File: config.mk
export PLATFORM = sky130hd
export DESIGN_NAME = bht_update_queue
export DESIGN_NICKNAME = d
export VERILOG_FILES = /design/src/rtl/bht_pkg.sv /design/src/rtl/bht_update_queue.sv
export SDC_FILE = /design/constraint.sdc
export NUM_CORES = 1
export LEC_CHECK = 0
export CORE_MARGIN = 2
export CORE_UTILIZATION = 59
export DETAILED_ROUTE_END_ITERATION = 16
export GPL_TIMING_DRIVEN = 0
export PLACE_DENSITY = 0.85
export RECOVER_POWER = 25
export REMOVE_ABC_BUFFERS = 1
export SLEW_MARGIN = 20
export SYNTH_ARGS = -nofsm -noshare
export SYNTH_HDL_FRONTEND = slang
export SYNTH_SLANG_ARGS = --single-unit
export TNS_END_PERCENT = 10
File: constraint.sdc
create_clock -name clk_i -period 8 [get_ports clk_i]
set_input_delay 1.6 -clock clk_i [delete_from_list [all_inputs] [get_ports clk_i]]
set_output_delay 1.6 -clock clk_i [all_outputs]
set_load 0.05 [all_outputs]
File: src/rtl/bht_pkg.sv
// Shared types and helpers for the bimodal BHT update path.
// Widths come from the core-level configuration.
package bht_pkg;

  localparam int unsigned CVA6_VLEN         = 64;
  localparam int unsigned CVA6_INDEX_BITS   = 9;
  localparam int unsigned BHT_OFFSET        = 1;
  localparam int unsigned BHT_ROW_ADDR_BITS = 1;

  typedef struct packed {
    logic [CVA6_VLEN-1:0]       pc;
    logic [CVA6_INDEX_BITS-1:0] index;
    logic                       taken;
  } bht_upd_entry_t;

  function automatic logic [CVA6_VLEN-1:0] row_bits(
    input logic [CVA6_VLEN-1:0] pc,
    input int unsigned          offset,
    input int unsigned          row_addr_bits
  );
    logic [CVA6_VLEN-1:0] mask;
    mask = (CVA6_VLEN'(1) << row_addr_bits)
         - CVA6_VLEN'(1);
    return (pc >> offset) & mask;
  endfunction

endpackage

File: src/rtl/bht_update_queue.sv
// Circular queue between branch resolution and the BHT update port.
// Optional RAW stall on back-to-back same-row updates: BHT_UPD_RAW_STALL_EN.
module bht_update_queue
  import bht_pkg::*;
#(
  parameter int unsigned DEPTH      = 4,
  parameter int unsigned VLEN       = CVA6_VLEN,
  parameter int unsigned INDEX_BITS = CVA6_INDEX_BITS
) (
  input  logic                     clk_i,
  input  logic                     rst_ni,
  input  logic                     flush_bp_i,
  input  logic                     debug_mode_i,
  input  logic                     res_valid_i,
  input  logic [VLEN-1:0]          res_pc_i,
  input  logic [INDEX_BITS-1:0]    res_index_i,
  input  logic                     res_taken_i,
  input  logic                     upd_ready_i,
  output logic                     upd_valid_o,
  output logic [VLEN-1:0]          upd_pc_o,
  output logic [INDEX_BITS-1:0]    upd_index_o,
  output logic                     upd_taken_o,
  output logic [$clog2(DEPTH):0]   count_o,
  output logic                     overflow_o
);

  localparam int unsigned PW = $clog2(DEPTH);
  localparam int unsigned CW = PW + 1;

  bht_upd_entry_t mem_q [DEPTH];
  bht_upd_entry_t head;
  bht_upd_entry_t wr_ent;

  logic [PW-1:0] wr_q;
  logic [PW-1:0] rd_q;
  logic [CW-1:0] cnt_q;
  logic          ovf_q;

  logic nonempty;
  logic full;
  logic push;
  logic pop;
  logic vld;

  assign nonempty = cnt_q != '0;
  assign full     = cnt_q == CW'(DEPTH);
  assign head     = mem_q[rd_q];
  assign push     = res_valid_i && !debug_mode_i
                 && !flush_bp_i;
  assign pop      = vld && upd_ready_i;

  assign wr_ent.pc    = res_pc_i;
  assign wr_ent.index = res_index_i;
  assign wr_ent.taken = res_taken_i;

`ifdef BHT_UPD_RAW_STALL_EN
  logic                  last_vld_q;
  logic [INDEX_BITS-1:0] last_idx_q;
  logic [VLEN-1:0]       last_row_q;
  logic                  stall;

  assign stall = last_vld_q
              && head.index == last_idx_q
              && row_bits(head.pc, BHT_OFFSET,
                          BHT_ROW_ADDR_BITS)
                 == last_row_q;
  assign vld = nonempty && !stall;

  // remember the row written by the last pop
  always_ff @(posedge clk_i or negedge rst_ni) begin
    if (!rst_ni) begin
      last_vld_q <= 1'b0;
      last_idx_q <= '0;
      last_row_q <= '0;
    end else if (flush_bp_i) begin
      last_vld_q <= 1'b0;
    end else begin
      last_vld_q <= pop;
      if (pop) begin
        last_idx_q <= head.index;
        last_row_q <= row_bits(head.pc, BHT_OFFSET,
                               BHT_ROW_ADDR_BITS);
      end
    end
  end
`else
  assign vld = nonempty;
`endif

  // pointers, occupancy and overflow pulse
  always_ff @(posedge clk_i or negedge rst_ni) begin
    if (!rst_ni) begin
      wr_q  <= '0;
      rd_q  <= '0;
      cnt_q <= '0;
      ovf_q <= 1'b0;
    end else if (flush_bp_i) begin
      wr_q  <= '0;
      rd_q  <= '0;
      cnt_q <= '0;
      ovf_q <= 1'b0;
    end else begin
      ovf_q <= push && full && !pop;
      if (push)
        wr_q <= wr_q + 1'b1;
      if (pop || (push && full))
        rd_q <= rd_q + 1'b1;
      if (push && !pop && !full)
        cnt_q <= cnt_q + 1'b1;
      else if (pop && !push)
        cnt_q <= cnt_q - 1'b1;
    end
  end

  // entry storage; a full push overwrites the oldest slot
  always_ff @(posedge clk_i) begin
    if (push)
      mem_q[wr_q] <= wr_ent;
  end

  assign upd_valid_o = vld;
  assign upd_pc_o    = nonempty ? head.pc    : '0;
  assign upd_index_o = nonempty ? head.index : '0;
  assign upd_taken_o = nonempty && head.taken;
  assign count_o     = cnt_q;
  assign overflow_o  = ovf_q;

endmodule

==> flow_summary.ini, run 1 <==
[worst_setup_path]
rr_endpoint = count_o[2]$_DFFE_PN0P_
slowest_stage = dfrtp_4
critPathLaunchType = register
crit_type = reg2out
worstPathArrival_ns = 3.04
r2r_setup_slack_ns = 5.50
critPathMaxFanout = 30
cp_cell_sequence = buf_16 -> mux4_2 -> and2_1 -> clkdlybuf4s50_1
worstReg2RegStart = count_o[1]$_DFFE_PN0P_
required_ns = 6.40
max_stage_delay_ns = 0.74
rr_worst_depth = 6
cp-end-kind = output port

[floorplanning]
die_w_um = 145
initial_core_util_pct = 60.0
fp-row-count = 51
core_um2 = 19500
die_height_um = 145
io-pin-count = 159
die-area_um2 = 20900

[worst_hold_path]
holdPathEnd = wr_q[1]$_DFFE_PN0P_
hold_start = wr_q[1]$_DFFE_PN0P_
hold_class = reg2reg
whs_path_depth = 2

[cts]
cts_tree = done
root_buffer = clkbuf_16
clkTransAtPathRegs_ns = 0.06
clkLatencyLatePin_ns = 0.53
cts_setup_buffers = 0
ctsResizeCount = 0
cts_buffers = 29
cts.htree.levels = 1
cts.sink_count = 304
cts_hold_buf = 0
cts_buffer_depth = 3

[synth]
synth-main-ff-cell = edfxtp_1
yosys_warnings = 0
synth-seq-area-share_pct = 77.9
yosysUniqueCellTypes = 28
synthesis.instances = 524
syn_avg_cell_area_um2 = 22.3
synth_area_um2 = 11700
synthArstFlopShare_pct = 2.63
ys_ff_latch = 304
synth_edf_count = 296

[global_routing]
grt_start_max_net_pins = 46
overflow = 0
antenna_found_initial = 2
grt_pass1_wl_um = 33100
met2_usage_pct = 36.8
grt.total_usage_pct = 21.1
grt.busiest_layer = met2
grt_pass1_vias = 5961
gr-usage-met1_pct = 27.6
met3_usage_pct = 4.51

[routing]
route.detailed.drc = 0
wirelength_um = 21800
first_iter_violations = 376
drt_pass1_iterations = 5
wl_per_cell_um = 22.2
ant_nets = 0
vias = 5629
avgViaCountPerCell = 5.72

[outcome]
outcome = complete, no violations

[sta]
period_share_pct = 57.9
drv_slew = 0
fmax_mhz = 216
slew_headroom_pct = 52.8
hold_viol = 0
rsz0062_at_grt = false
finalCriticalPeriod_ns = 4.64
holdWs_ns = 0.614
worst_slew_pin_slew_ns = 0.707
fin_tns_setup_ns = 0
setup_viol = 0
fin_worst_skew_ns = 0.0144

[placed_design]
post_dp_cell_area_um2 = 13700
port_buffers = 158
hpwl_um = 13200
placedCellCount = 928
gp_congestion = 0.692

[cells_and_area]
fillers = 1048
final_area_um2 = 14600
final_cells = 984
layout_common_cells = 296 x edfxtp_1, 110 x clkdlybuf4s50_1, 74 x mux4_2, 74 x and2_1, 48 x dlygate4sd3_1
seqCellArea_um2 = 9100
layout.nets = 779
multi_input_area_um2 = 2460
postLayoutCoreUtil_pct = 75.1
layout-drive-gt1-share_pct = 18.6
final_common_cell = edfxtp_1
syn_to_final_growth_pct = 25.3

[pwr]
p_leak_nw = 4.64
peakVddDrop_mv = 0.344
p_per_area_nw_per_um2 = 374

[run]
drv_cap = 0
[per-stage QoR]
| stage | setup WS, ns | total power [mW] |
|---|---|---|
| 6_report | 3.36 | 5.47 |
| 5_1_grt | 3.20 | 5.67 |
| 4_1_cts | 3.30 | 5.52 |
| 3_5_place_dp | 3.70 | 4.20 |
| 3_3_place_gp | 0.743 | 4.18 |
| 2_1_floorplan | 2.48 | 3.43 |
[worst max-delay path: cells and delay by family, from the launching register on]
kind	cells	cell delay (ns)
and+or+nand+nor	1	0.20
DFF	1	0.74
muxes	1	0.55
buffers and inverters	2	1.00
[cells in the mapped netlist, drive strengths merged (2+ instances only)]
library cell  count  area, um2
and2             78        488
mux4             74       1670
nand2             2       7.51
buf              11       60.1
edfxtp          296       8890
inv               5       18.8
nor2              9       33.8
xnor2             2       17.5
a21oi             2       10.0
nor3b             2       15.0
ha                4       50.1
mux2              3       33.8
or3               2       12.5
clkbuf           16       60.1
dfrtp             8        200
[logic make-up (layout without fill, tap and decap cells)]
kind of cell,Yosys count,after routing,synth area share (%)
buf+inv,32,223,1.19
simple gates,97,97,5.01
xor+xnor,2,2,0.150
other cells,0,4,0
compound gates,6,6,0.536
flops,304,304,77.9
fa+ha+maj,5,5,0.600
mux,78,78,14.7
[where the power goes]
part | switching (mW) | total (mW) | internal [mW]
clock network | 0.547 | 1.32 | 0.775
logic | 1.44 | 2.31 | 0.871
registers | 0.0565 | 1.84 | 1.78
total | 2.04 | 5.47 | 3.43
[registers in the layout, summed over array words and instances, names as in the netlist]
signal / cells
wr_q: 2
overflow_o: 1
rd_q: 2
mem_q: 296
count_o: 3
[area by class of cell]
class                           count  area share [%]
Sequential cell                   304            62.2
Multi-Input combinational cell    188            16.8
Timing Repair Buffer              166            12.2
Clock buffer                       39            5.29
Tap cell                          265            2.27
Clock inverter                     13            1.02
Inverter                            5           0.128
Antenna cell                        4          0.0684
[per-layer routing]
layer  part of all wire, %  vias up
met1                    38     2941
li1                      -     2466
met5                     0        -
met2                    53      192
met4                   1.7        0
met3                   7.3       30
[how the worst max path moves through the flow]
stage | start | to | slack, ns
2_1_floorplan | rd_q[0]$_DFFE_PN0P_ | upd_index_o[0] | 2.48
3_3_place_gp | rd_q[0]$_DFFE_PN0P_ | upd_index_o[8] | 0.74
3_5_place_dp | flush_bp_i | mem_q[2][12]$_DFFE_PP_ | 3.70
4_1_cts | rd_q[0]$_DFFE_PN0P_ | upd_pc_o[25] | 3.30
5_1_grt | rd_q[0]$_DFFE_PN0P_ | upd_pc_o[25] | 3.20
6_report | rd_q[0]$_DFFE_PN0P_ | upd_pc_o[25] | 3.36
(Power assumes the default switching activity.)
==> inputs of run 2 (changes only) <==
CORE_UTILIZATION = 55   (was 59)
PLACE_DENSITY = 0.8   (was 0.85)
clock period = 4.6 ns   (was 8 ns; I/O delays follow)
==> flow_summary.ini, run 2 (synthesis results as in run 1) <==
[cells_and_area]
final_area_um2 = 14700
seqCellArea_um2 = 9100
fillers = 1266
syn_to_final_growth_pct = 26.0
layout_common_cells = 296 x edfxtp_1, 113 x clkdlybuf4s50_1, 74 x mux4_2, 74 x and2_1, 45 x dlygate4sd3_1
top_register = mem_q
final_common_cell = edfxtp_1
layout.nets = 781
largest_reg_flops = 296
layout-drive-gt1-share_pct = 18.8
multi_input_area_um2 = 2460

[global_routing]
grt_pass1_vias = 6116
grt_start_max_net_pins = 46
antenna_found_initial = 4
overflow = 0
grt_pass1_wl_um = 33700
grt.total_usage_pct = 19.9

[sta]
worst_slew_pin_slew_ns = 0.739
period_share_pct = 85.8
worst_slack_ns = 0.651
slew_headroom_pct = 50.6
finalCriticalPeriod_ns = 3.95
rsz0062_at_grt = false
drv_slew = 0
setup_viol = 0
holdWs_ns = 0.593
fmax_mhz = 253
fin_tns_setup_ns = 0
hold_viol = 0
fin_worst_skew_ns = 0.00952

[worst_setup_path]
crit_type = reg2out
required_ns = 3.68
max_stage_delay_ns = 0.73
critPathBufInv = 2
worstPathArrival_ns = 3.03
cp-end-kind = output port
cp_top_family = buffers and inverters
critPathMaxFanout = 30
critPathLaunchType = register
cp_cell_sequence = buf_16 -> mux4_2 -> and2_1 -> clkdlybuf4s50_1
slowest_stage = dfrtp_4

[placed_design]
port_buffers = 158
hpwl_um = 13500
gp_congestion = 0.722
dp_slack_ns = 0.914
post_dp_cell_area_um2 = 13700

[routing]
drt_pass1_iterations = 4
wirelength_um = 21800
wl_per_cell_um = 21.8
avgViaCountPerCell = 5.61
ant_nets = 0
route.detailed.drc = 0
first_iter_violations = 342
vias = 5609

[floorplanning]
die_height_um = 150
die_w_um = 150
fp-row-count = 53
initial_core_util_pct = 55.7
io-pin-count = 159
core_um2 = 21000
die-area_um2 = 22400

[run]
drv_cap = 0

[cts]
cts_hold_buf = 0
ctsResizeCount = 0
clkTransAtPathRegs_ns = 0.06
cts_buffer_depth = 3
cts_buffers = 31
cts_tree = done
cts_setup_buffers = 0
cts.sink_count = 304
root_buffer = clkbuf_16
clkLatencyLatePin_ns = 0.54
cts.htree.levels = 1

[worst_hold_path]
hold_class = reg2reg

[outcome]
outcome = complete, no violations

[pwr]
p_per_area_nw_per_um2 = 654
p_leak_nw = 4.69
peakVddDrop_mv = 0.515
[run 2: cell count changes in the layout (fill, tap and decap cells not counted), moves of 2 or more]
cell,change
clkinv_1,+4
clkdlybuf4s50_1,+3
clkbuf_16,+2
clkinv_2,+3
clkinvlp_4,-2
dlygate4sd3_1,-3
[run 2: worst paths after layout]
| path | start | endpoint | slack, ns | cells after the start |
|---|---|---|---|---|
| worst min-delay path | wr_q[1]$_DFFE_PN0P_ | wr_q[1]$_DFFE_PN0P_ | 0.59 | 2 |
| worst max register to register | count_o[1]$_DFFE_PN0P_ | count_o[2]$_DFFE_PN0P_ | 2.06 | 6 |
| max in group asynchronous | rst_ni | rd_q[0]$_DFFE_PN0P_ | 3.55 | 1 |
| worst min register to register | wr_q[1]$_DFFE_PN0P_ | wr_q[1]$_DFFE_PN0P_ | 0.59 | 2 |
| min in group asynchronous | rst_ni | overflow_o$_DFF_PN0_ | 0.74 | 1 |
| worst max-delay path | rd_q[0]$_DFFE_PN0P_ | upd_pc_o[20] | 0.65 | 4 |
[run 2: area by class of cell]
| class | count | area share, % |
|---|---|---|
| Antenna cell | 4 | 0.0680 |
| Clock buffer | 39 | 5.48 |
| Clock inverter | 18 | 1.24 |
| Inverter | 5 | 0.128 |
| Multi-Input combinational cell | 188 | 16.7 |
| Sequential cell | 304 | 61.8 |
| Tap cell | 275 | 2.34 |
| Timing Repair Buffer | 166 | 12.2 |
[run 2: per-layer routing]
layer	wire length (um)	global-route usage, %	part of all wire, %	vias up
li1	-	-	-	2475
met1	8780	26.1	40	2921
met5	0	0	0	-
met3	1280	3.93	5.9	32
met4	385	4.86	1.8	0
met2	11300	34.7	52	181
[run 2: worst min-delay path, stage by stage, from the launching register on]
cell,delay (ns)
dfrtp_1,0.39
mux2i_1,0.09
nor2_1,0.07
[run 2: stage by stage]
stage / util [%] / power, mW / instances
floorplan: - / 5.96 / 497
global placement: 64.3 / 7.28 / 930
detailed placement: 65.4 / 7.31 / 938
CTS: 70.2 / 9.73 / 995
global route: 70.2 / 9.97 / 996
finish: 70.2 / 9.62 / 999
[run 2: report_power, final]
group          switching [mW]  internal [mW]
logic                    2.48           1.52
clock network           0.965           1.45
registers               0.102           3.10
==> inputs of run 3 (changes only) <==
clock period = 4 ns   (was 4.6 ns; I/O delays follow)
==> flow_summary.ini, run 3 (synthesis results as in run 1) <==
[cells_and_area]
syn_to_final_growth_pct = 26.2
final_common_cell = edfxtp_1
layout.nets = 782
top_register = mem_q
layout-drive-gt1-share_pct = 18.9
fillers = 1264
largest_reg_flops = 296
layout_common_cells = 296 x edfxtp_1, 113 x clkdlybuf4s50_1, 74 x mux4_2, 74 x and2_1, 45 x dlygate4sd3_1
final_cells = 1000

[sta]
drv_slew = 0
period_share_pct = 93.1
hold_viol = 0
holdWs_ns = 0.594
fin_worst_skew_ns = 0.00947
fmax_mhz = 269
finalCriticalPeriod_ns = 3.72
worst_slack_ns = 0.277
rsz0062_at_grt = false
worst_slew_pin_slew_ns = 0.752
slew_headroom_pct = 49.7
setup_viol = 0

[cts]
clkTransAtPathRegs_ns = 0.06
ctsResizeCount = 0
cts.sink_count = 304
cts_hold_buf = 0
clkLatencyLatePin_ns = 0.54
cts_setup_buffers = 0
cts_buffers = 31
cts_buffer_depth = 3
cts_tree = done
cts.htree.levels = 1
root_buffer = clkbuf_16

[global_routing]
antenna_found_initial = 4
grt_pass1_vias = 6116
grt_pass1_wl_um = 33700
grt.total_usage_pct = 19.9
overflow = 0
grt_start_max_net_pins = 46

[outcome]
outcome = complete, no violations

[worst_setup_path]
critPathLaunchType = register
rr_endpoint = count_o[2]$_DFFE_PN0P_
rr_worst_depth = 6
cp-end-kind = output port
worstPathArrival_ns = 2.92
crit_type = reg2out
r2r_setup_slack_ns = 1.45
required_ns = 3.20
worstReg2RegStart = count_o[1]$_DFFE_PN0P_
critPathMaxFanout = 39

[worst_hold_path]
hold_start = wr_q[1]$_DFFE_PN0P_
holdPathEnd = wr_q[1]$_DFFE_PN0P_
whs_path_depth = 2
hold_class = reg2reg

[pwr]
p_per_area_nw_per_um2 = 753
p_sw_share_pct = 36.9
combPwrFrac_pct = 41.9
peakVddDrop_mv = 0.593
switchingPower_mw = 4.09
p_leak_nw = 4.69
clockPowerShare_pct = 25.1
power_frac_seq_pct = 33.0
internal_power_mw = 7.00

[floorplanning]
die_height_um = 150
initial_core_util_pct = 55.7
die-area_um2 = 22400
io-pin-count = 159
core_um2 = 21000
die_w_um = 150
fp-row-count = 53

[run]
drv_cap = 0

[routing]
vias = 5614
ant_nets = 0
route.detailed.drc = 0
drt_pass1_iterations = 4
wirelength_um = 21900
avgViaCountPerCell = 5.61
wl_per_cell_um = 21.9
first_iter_violations = 321

[placed_design]
port_buffers = 158
gp_congestion = 0.722
placedCellCount = 938
hpwl_um = 13500
dp_slack_ns = 0.434
[run 3: cell types whose count changed in the layout (fill, tap and decap cells not counted)]
cell and delta:
buf_8 +1
[run 3: layout make-up]
| class | count | area [um2] | area share, % |
|---|---|---|---|
| inverters | 5 | 18.8 | 0.127 |
| clock buffers | 39 | 806 | 5.47 |
| flip-flops and latches | 304 | 9100 | 61.8 |
| diodes | 4 | 10.0 | 0.0680 |
| well taps | 275 | 344 | 2.34 |
| multi-input cells | 188 | 2460 | 16.7 |
| repair buffers | 167 | 1810 | 12.3 |
| clock inverters | 18 | 183 | 1.24 |
[run 3: worst max-delay path by stage]
stage                             start                     end  cells past startpoint
global route        rd_q[0]$_DFFE_PN0P_          upd_index_o[3]                      4
CTS                 rd_q[0]$_DFFE_PN0P_            upd_pc_o[20]                      4
detailed placement           flush_bp_i  mem_q[3][70]$_DFFE_PP_                      4
global placement    rd_q[0]$_DFFE_PN0P_            upd_pc_o[13]                      3
floorplan           rd_q[0]$_DFFE_PN0P_          upd_index_o[0]                      2
finish              rd_q[1]$_DFFE_PN0P_          upd_index_o[3]                      4
[run 3: per-stage QoR]
step | area [um2] | power (mW) | utilization [%] | TNS [ns]
floorplan | 11600 | 6.85 | - | -53.33
global placement | 13500 | 8.24 | 64.3 | -633.68
detailed placement | 13700 | 8.40 | 65.4 | 0
CTS | 14700 | 11.2 | 70.2 | 0
global route | 14700 | 11.5 | 70.2 | 0
finish | 14700 | 11.1 | 70.3 | 0
[run 3: power by group through the flow]
stage	Combinational, mW	Sequential [mW]	Clock (mW)
floorplan	2.96	3.89	0
global placement	4.31	3.93	0
detailed placement	4.65	3.75	0
CTS	4.67	3.68	2.83
global route	4.87	3.66	2.96
finish	4.65	3.66	2.78
[run 3: worst max-delay path: stages (launching register included)]
cell             delay (ns)
dfrtp_4                0.81
buf_16                 0.30
mux4_2                 0.38
and2_1                 0.17
clkdlybuf4s50_1        0.69
[run 3: per-layer routing]
metal / track usage (%) / up-vias / wire [um]
li1: - / 2477 / -
met1: 26.1 / 2925 / 8820
met2: 34.7 / 180 / 11400
met3: 3.93 / 32 / 1250
met4: 4.86 / 0 / 385
met5: 0 / - / 0
